## src/rtl/rr_packet_switch_allocator.sv

```systemverilog
// Per-output-port switch allocator: round-robin wormhole arbitration,
// credit-gated flit forwarding and a watchdog that frees stalled grants.
//
// Ports:
//   clk, rst       clock, synchronous active-high reset
//   req            per-input request (flit present for this output)
//   flit_id        3 bits per input: 001 head, 010 body, 100 tail, 101 single
//   credit_in      one-cycle pulse, downstream freed one slot
//   timeout_limit  watchdog limit in stall cycles, 0 disables it
//   grant          registered one-hot grant, zero when idle
//   xbar_sel       binary index of the granted port, 3'b111 when idle
//   fwd_valid      holder's flit is forwarded this cycle
//   credit_cnt     available downstream credits
//   busy           a packet currently holds the output
//   timeout_err    one-cycle pulse when the watchdog drops a grant
module rr_packet_switch_allocator #(
    parameter int N_PORTS = 5,
    parameter int CREDITS = 4,
    parameter int CNT_W   = 3
) (
    input  logic                   clk,
    input  logic                   rst,
    input  logic [N_PORTS-1:0]     req,
    input  logic [3*N_PORTS-1:0]   flit_id,
    input  logic                   credit_in,
    input  logic [11:0]            timeout_limit,
    output logic [N_PORTS-1:0]     grant,
    output logic [2:0]             xbar_sel,
    output logic                   fwd_valid,
    output logic [CNT_W-1:0]       credit_cnt,
    output logic                   busy,
    output logic                   timeout_err
);

    typedef enum logic {
        IDLE,
        LOCKED
    } state_t;

    localparam logic [2:0]       LAST_PORT = 3'(N_PORTS - 1);
    localparam logic [CNT_W-1:0] CRED_MAX  = CNT_W'(CREDITS);

    state_t           state;
    logic [2:0]       holder;
    logic [2:0]       ptr;
    logic [11:0]      wd_cnt;
    logic [CNT_W-1:0] cnt;

    logic [N_PORTS-1:0] eligible;
    logic               found;
    logic [2:0]         pick;
    logic               req_h;
    logic [2:0]         flit_h;
    logic               is_tail;
    logic [2:0]         holder_next;
    logic               wd_fire;

    // A port may only win arbitration with a packet-opening flit.
    always_comb begin
        eligible = '0;
        for (int i = 0; i < N_PORTS; i++) begin
            eligible[i] = req[i] &&
                          (flit_id[3*i +: 3] == 3'b001 ||
                           flit_id[3*i +: 3] == 3'b101);
        end
    end

    // Scan ptr, ptr+1, ... wrapping; the first eligible port wins.
    always_comb begin
        logic [3:0] j;
        found = 1'b0;
        pick  = '0;
        j     = '0;
        for (int k = 0; k < N_PORTS; k++) begin
            j = {1'b0, ptr} + 4'(k);
            if (j >= 4'(N_PORTS)) begin
                j = j - 4'(N_PORTS);
            end
            for (int i = 0; i < N_PORTS; i++) begin
                if (!found && j == 4'(i) && eligible[i]) begin
                    found = 1'b1;
                    pick  = 3'(i);
                end
            end
        end
    end

    // Holder's request and flit type, muxed with constant indices.
    always_comb begin
        req_h  = 1'b0;
        flit_h = '0;
        for (int i = 0; i < N_PORTS; i++) begin
            if (holder == 3'(i)) begin
                req_h  = req[i];
                flit_h = flit_id[3*i +: 3];
            end
        end
    end

    assign is_tail     = (flit_h == 3'b100) || (flit_h == 3'b101);
    assign holder_next = (holder == LAST_PORT) ? 3'd0 : holder + 3'd1;

    assign fwd_valid = (state == LOCKED) && req_h && (cnt != '0);

    // Fires on the stall cycle that brings the count up to the limit;
    // >= lets a lowered limit take effect at once mid-packet.
    assign wd_fire = (timeout_limit != 12'd0) &&
                     (({1'b0, wd_cnt} + 13'd1) >= {1'b0, timeout_limit});

    always_ff @(posedge clk) begin
        if (rst) begin
            state       <= IDLE;
            holder      <= '0;
            ptr         <= '0;
            wd_cnt      <= '0;
            grant       <= '0;
            xbar_sel    <= 3'b111;
            busy        <= 1'b0;
            timeout_err <= 1'b0;
        end else begin
            timeout_err <= 1'b0;
            unique case (state)
                IDLE: begin
                    wd_cnt <= '0;
                    if (found) begin
                        state    <= LOCKED;
                        holder   <= pick;
                        grant    <= {{(N_PORTS-1){1'b0}}, 1'b1} << pick;
                        xbar_sel <= pick;
                        busy     <= 1'b1;
                    end
                end
                LOCKED: begin
                    if (fwd_valid) begin
                        wd_cnt <= '0;
                        if (is_tail) begin
                            state    <= IDLE;
                            grant    <= '0;
                            xbar_sel <= 3'b111;
                            busy     <= 1'b0;
                            ptr      <= holder_next;
                        end
                    end else if (wd_fire) begin
                        state       <= IDLE;
                        grant       <= '0;
                        xbar_sel    <= 3'b111;
                        busy        <= 1'b0;
                        ptr         <= holder_next;
                        wd_cnt      <= '0;
                        timeout_err <= 1'b1;
                    end else if (wd_cnt != 12'hfff) begin
                        wd_cnt <= wd_cnt + 12'd1;
                    end
                end
                default: begin
                    state <= IDLE;
                end
            endcase
        end
    end

    // A return and a send in the same cycle cancel out; returns beyond
    // the buffer depth are dropped.
    always_ff @(posedge clk) begin
        if (rst) begin
            cnt <= CRED_MAX;
        end else if (fwd_valid && !credit_in) begin
            cnt <= cnt - 1'b1;
        end else if (credit_in && !fwd_valid && cnt != CRED_MAX) begin
            cnt <= cnt + 1'b1;
        end
    end

    assign credit_cnt = cnt;

endmodule
```

## config.mk

```make
export PLATFORM = sky130hd
export DESIGN_NAME = rr_packet_switch_allocator
export DESIGN_NICKNAME = d
export VERILOG_FILES = /design/src/rtl/rr_packet_switch_allocator.sv
export SDC_FILE = /design/constraint.sdc
export NUM_CORES = 1
export LEC_CHECK = 0
export CORE_MARGIN = 4
export CORE_UTILIZATION = 52
export CTS_BUF_LIST = sky130_fd_sc_hd__clkbuf_8
export CTS_CLUSTER_SIZE = 20
export DETAILED_ROUTE_END_ITERATION = 10
export GPL_TIMING_DRIVEN = 0
export PLACE_DENSITY = 0.89
export SYNTH_ARGS = -nofsm -noshare
export SYNTH_HDL_FRONTEND = slang
export SYNTH_SLANG_ARGS = --single-unit
```

## constraint.sdc

```tcl
create_clock -name clk -period 3.4 [get_ports clk]
set_clock_uncertainty 0.05 [all_clocks]
set_input_delay 0.34 -clock clk [delete_from_list [all_inputs] [get_ports clk]]
set_output_delay 0.34 -clock clk [all_outputs]
set_load 0.02 [all_outputs]
```

# After elaboration in Yosys (flattened, before gate mapping)

Cells that the tools add are included.
W data, S select, Z words.

Add/sub/neg operators: 14
Shift operators: 1
Reduce and logical (&&, ||, !) cells: 106
Bitwise logic cells: 1
Muxes and demuxes: 95
Magnitude comparators: 6
Equal/unequal tests: 43

Operators by type and width:

| operator                | count |
|---|---|
| $mux W3                 | 38 |
| $logic_and A1 B1 Y1     | 60 |
| $eq A4 B2 Y1 const B    | 10 |
| $mux W1                 | 40 |
| $mux W12                | 3 |
| $logic_not A1 Y1        | 26 |
| $eq A3 B3 Y1 const B    | 8 |
| $pmux W12 S2            | 1 |
| $eq A4 B1 Y1 const B    | 5 |
| $eq A4 B3 Y1 const B    | 5 |
| $logic_not A4 Y1        | 5 |
| $mux W4                 | 5 |
| $mux W5                 | 4 |
| $eq A3 B1 Y1 const B    | 6 |
| $ge A4 B3 Y1 const B    | 4 |
| $sub A4 B3 Y4 const B   | 4 |
| $add A12 B1 Y13 const B | 1 |
| $ge A13 B12 Y1          | 1 |
| $add A12 B1 Y12 const B | 1 |
| $ne A12 B12 Y1 const B  | 1 |
| $reduce_bool A12 Y1     | 1 |
| $pmux W5 S2             | 1 |
| $add A3 B2 Y4 const B   | 2 |
| $add A3 B1 Y3 const B   | 2 |
| other kinds (22)        | 32 |

Output and inout bits: 14
Input port bits: 35
Logic and storage cells: 275
Flip-flop bits (word level): 32

# Longest topological paths before layout

Depth after elaboration: 104
Mapped depth: 15
Mapped depth without buffers: 14

# Least setup slack after synthesis

OpenSTA, ideal clock, no wires.

Path kind: reg2reg
Start point: register ptr[0]
End point: register xbar_sel[0]
Buffers on the path: 3
Slack: 145 ps
Clock period less this slack: 3255 ps
Cell stages (with the launch flop): 16
Data arrival time: 3088 ps
Data required time: 3233 ps
Setup time: 117 ps
Cell sequence: dfxtp_1 > buf_6 > buf_6 > buf_6 > inv_1 > ha_1 > inv_1 > ha_1 > a21oi_2 > mux2_2 > a22oi_2 > a2bb2oi_2 > nand4b_4 > o41ai_4 > o21ai_2 > o22a_1

Word-level cells in the longest chain between the ends: 103
Elaborated cells on any way between the ends: 170
Those cells by class: add/sub: 9; order compare: 5; eq/ne: 21; mux: 56; reduce/logical: 79

RTL lines:

| item                                             | line   | RTL |
|---|---|---|
| from (decl)                                      | 45     | `logic [2:0] ptr;` |
| from (signal assigned)                           | 141    | `ptr <= holder_next;` |
| from (signal assigned)                           | 148    | `ptr <= holder_next;` |
| $sub A3 B3 Y4 or $ge A3 B3 Y1 (tied branches)    | 77, 76 |  |
| $mux W4                                          | 76     | `if (j >= 4'(N_PORTS)) begin` |
| $logic_not A4 Y1                                 | 80     | `if (!found && j == 4'(i) && eligible[i]) begin` |
| $logic_and A1 B1 Y1                              | 80     |  |
| $mux W1                                          | 80     |  |
| $logic_not A1 Y1                                 | 80     |  |
| $logic_and A1 B1 Y1 (2 in a row)                 | 80     |  |
| $mux W1                                          | 80     |  |
| (+84 left out)                                   | --     |  |
| $logic_not A1 Y1                                 | 80     |  |
| $logic_and A1 B1 Y1 (2 in a row)                 | 80     |  |
| $mux W1                                          | 80     |  |
| $logic_not A1 Y1                                 | 80     |  |
| $logic_and A1 B1 Y1 (2 in a row)                 | 80     |  |
| $mux W3 or $mux W1 (tied branches)               | 80     |  |
| $mux W3 or $ne A2 B2 Y1 (tied branches)          | --     |  |
| $pmux W3 S2 or $reduce_and A3 Y1 (tied branches) | --     |  |
| to (signal assigned)                             | 129    | `xbar_sel <= pick;` |
| to (decl)                                        | 28     | `output logic [2:0] xbar_sel,` |

Several ways; a longest one is shown, not always the timed one. The select of a mux whose other input is x is not followed.
A chain may end at the register's enable or synchronous reset.

# Final worst setup path

Same ends and word-level chain as after synthesis.

==> metrics.cfg <==
[outcome]
outcome = finished, violations left
violations = negative setup slack

[routing]
routed_wl_um = 11400
vias = 3784
ant_nets = 0
met3_length_um = 1080
wl_per_cell_um = 19.6
drt_pass1_iterations = 6
drcViolationCount = 0
wl_met2_um = 5080
top_layer_used = met4
viasPerCell = 6.51
drtIter0Drc = 556
met1_length_um = 4580

[cells_and_area]
n_antenna_cell = 0
fin_area_um2 = 4590
nNetsFinal = 569
area_growth_pct = 35.8
drive_gt1_share_pct = 22.6

[die]
die_h_um = 88.6
fp.dieArea_um2 = 7860
rows = 29
floorplan.initialDensity_pct = 53.5
core_area_um2 = 6310
die_w_um = 88.6
io-pin-count = 49

[synthesis]
synth_edf_count = 0
synthArstFlopShare_pct = 0
yosysSeqAreaShare_pct = 18.9
synth_warnings = 0
syn_avg_cell_area_um2 = 8.03
synth_flop_cell = dfxtp_1
syn_inst = 421
synth-seq-cells = 32
synth_cell_types = 80
netlist_area_um2 = 3380
syn-num-nets = 487

[cts]
clk_pin_slew_ns = 0.07
root_buffer = clkbuf_8
clockBufferDepth = 2
clock_latency_ns = 0.30
cts_sinks = 32
htreeDepth = 2
cts_tree = built
cts_buffers = 5

[setup_path]
critPathMaxFanout = 8
startpoint_type = flop
crit_arrival_ns = 3.58
critPathSlowestCell = fa_2
cp_slowest_stage_delay_ns = 0.46
crit_required_ns = 3.54
worstSetupPathType = flop to flop
path_cells = buf_12, buf_8, clkinvlp_4, ha_4, inv_2, fa_2, a21oi_4, mux2i_4, nor2_4, a21oi_2, nand3b_4, buf_6, o41ai_4, o21ai_4, o22a_1
endpoint_kind = flop

[timing]
setup_viol = 4
rsz0062_at_grt = true
tightest_slew_ns = 0.531
final_max_slew_viol_count = 0
fin_crit_sh_pct = 101
hold_viol = 0
maxSlewHeadroom_pct = 64.3
fin_ws_ns = -0.0429
finalCriticalPeriod_ns = 3.44
max_clock_freq_mhz = 290

[placed_design]
place_area_um2 = 3960
dp_hpwl_um = 7480
portBuffers = 48
dpl_worst_slack_ns = -0.366
gp_congestion = 0.972

[global_routing]
antenna_found_initial = 0
grt_pass1_wl_um = 16100
grt_pass1_vias = 3477
grt-ovfl-total = 0
grt_start_max_net_pins = 11
grt_usage_pct = 25.9

[power]
leakagePower_nw = 1.94
p_per_area_nw_per_um2 = 519
ir_drop_uv = 395

[worst_hold_path]
hold_class = flop to flop

[flow_run]
drv_cap = 0

-- registers in the layout (all words and copies together) (netlist names), 3 cells and up --
register	cells
grant	5
ptr	3
wd_cnt	12
credit_cnt	3
xbar_sel	3
holder	3
-- repair_timing --
item	in CTS	in global routing
gates resized for setup	32	37
cloned	0	1
hold buffers	0	0
pin swaps	10	20
setup endpoints to repair	12	26
endpoints found under the hold margin	0	0
buffers inserted	7	20
-- logic make-up (layout without fill, tap and decap cells) --
kind of cell	Yosys count	in the layout	share of synthesized area [%]
AND/OR/NAND/NOR	135	135	22.6
adder cells (fa/ha/maj)	31	31	11.9
XOR/XNOR	15	15	4.33
buffers and inverters	64	147	8.51
flip-flops	32	32	18.9
multiplexers	13	13	4.29
AO/OA/AOI/OAI	131	131	29.4
-- where the power goes --
part / leakage (nW) / switching, W / total [W] / internal (W)
Combinational: 1.63 / 0.000849 / 0.00154 / 0.000688
Clock: 0.0486 / 0.000154 / 0.000315 / 0.000162
Sequential: 0.263 / 0.0000807 / 0.000529 / 0.000449
Total: 1.94 / 0.00108 / 0.00238 / 0.00130
-- worst max-delay path: cells and delay by family (launching register included) --
family	cells	cell delay (ns)
adders and majority gates	2	0.60
AOI/OAI and AO/OA	5	1.17
muxes	1	0.33
buffers and inverters	5	0.56
and+or+nand+nor	2	0.24
DFF	1	0.37
-- cell type report --
type / count / area (µm²)
Inverter: 49 / 191
Sequential cell: 32 / 651
Clock inverter: 2 / 11.3
Clock buffer: 6 / 82.6
Tap cell: 77 / 96.3
Timing Repair Buffer: 76 / 716
Multi-Input combinational cell: 325 / 2730
Buffer: 14 / 113
Fill cell: 436 / 1720
-- routing by layer --
metal  GRT usage (%)  vias to the layer above
met3            5.49                       87
li1                -                     1708
met1            33.0                     1745
met2            42.3                      244
met4            10.7                        0
met5               0                        -
-- Yosys cell counts (4+ instances only) --
library cell  count  area [µm²]
mux2i_1          10         100
o21a_1            4        30.0
ha_1             29         363
nand3_1          21         105
or2_2             4        25.0
o21bai_1          4        30.0
xnor2_1           8        70.1
buf_2             5        25.0
a21o_1            7        52.6
xor2_1            5        43.8
and3_1           10        62.6
dfxtp_1          32         641
a21oi_1          33         165
nor4_1            5        31.3
clkbuf_1          4        15.0
buf_6             5        56.3
nand2b_1          5        31.3
a22oi_1           6        45.0
nor3_1            5        25.0
nand3b_1          8        60.1
nand2_1          18        67.6
nor2b_1           7        43.8
and3b_1           4        35.0
nor2_1           26        97.6
o21ai_0          14        70.1
a211oi_1          4        30.0
a32oi_1           4        35.0
o32ai_1           4        35.0
a221oi_1          4        35.0
inv_1            49         184
-- placed cells by master (no fill, tap or decap), types with 5 or more instances in the layout --
cell,netlist,final
nand2b_1,5,5
nand3_1,21,20
nor2_1,26,22
inv_1,49,47
xnor2_1,8,8
and3_1,10,6
a21oi_1,33,31
nand2_1,18,18
buf_6,5,5
xor2_1,5,5
nand3b_1,8,8
o21ai_0,14,12
ha_1,29,24
a21o_1,7,6
nor4_1,5,5
dfxtp_1,32,28
nor3_1,5,5
nor2b_1,7,6
clkbuf_8,0,6
mux2i_1,10,9
clkdlybuf4s50_1,0,48
buf_4,1,26
-- final timing paths --
kind                            slack (ns)  cells past startpoint             startpoint                        to
worst max register to register       -0.04                     15    ptr[0]$_SDFFE_PP0P_  xbar_sel[0]$_SDFFE_PP1P_
worst min-delay path                  0.42                      2  grant[2]$_SDFFE_PP0P_     grant[2]$_SDFFE_PP0P_
worst max-delay path                 -0.04                     15    ptr[0]$_SDFFE_PP0P_  xbar_sel[0]$_SDFFE_PP1P_
worst min register to register        0.42                      2  grant[2]$_SDFFE_PP0P_     grant[2]$_SDFFE_PP0P_
-- stage by stage --
step / instances / setup TNS (ns) / power, W / util [%] / hold WS, ns
after floorplan: 421 / 0 / 0.00137 / - / 0.436
after global placement: 546 / -3.35 / 0.00169 / 62.7 / 0.397
after detailed placement: 546 / -3.70 / 0.00173 / 62.7 / 0.398
after CTS: 561 / 0 / 0.00218 / 67.5 / 0.412
after global routing: 581 / -0.849 / 0.00250 / 72.7 / 0.435
final: 581 / -0.108 / 0.00238 / 72.7 / 0.416
(Power assumes the default switching activity.)
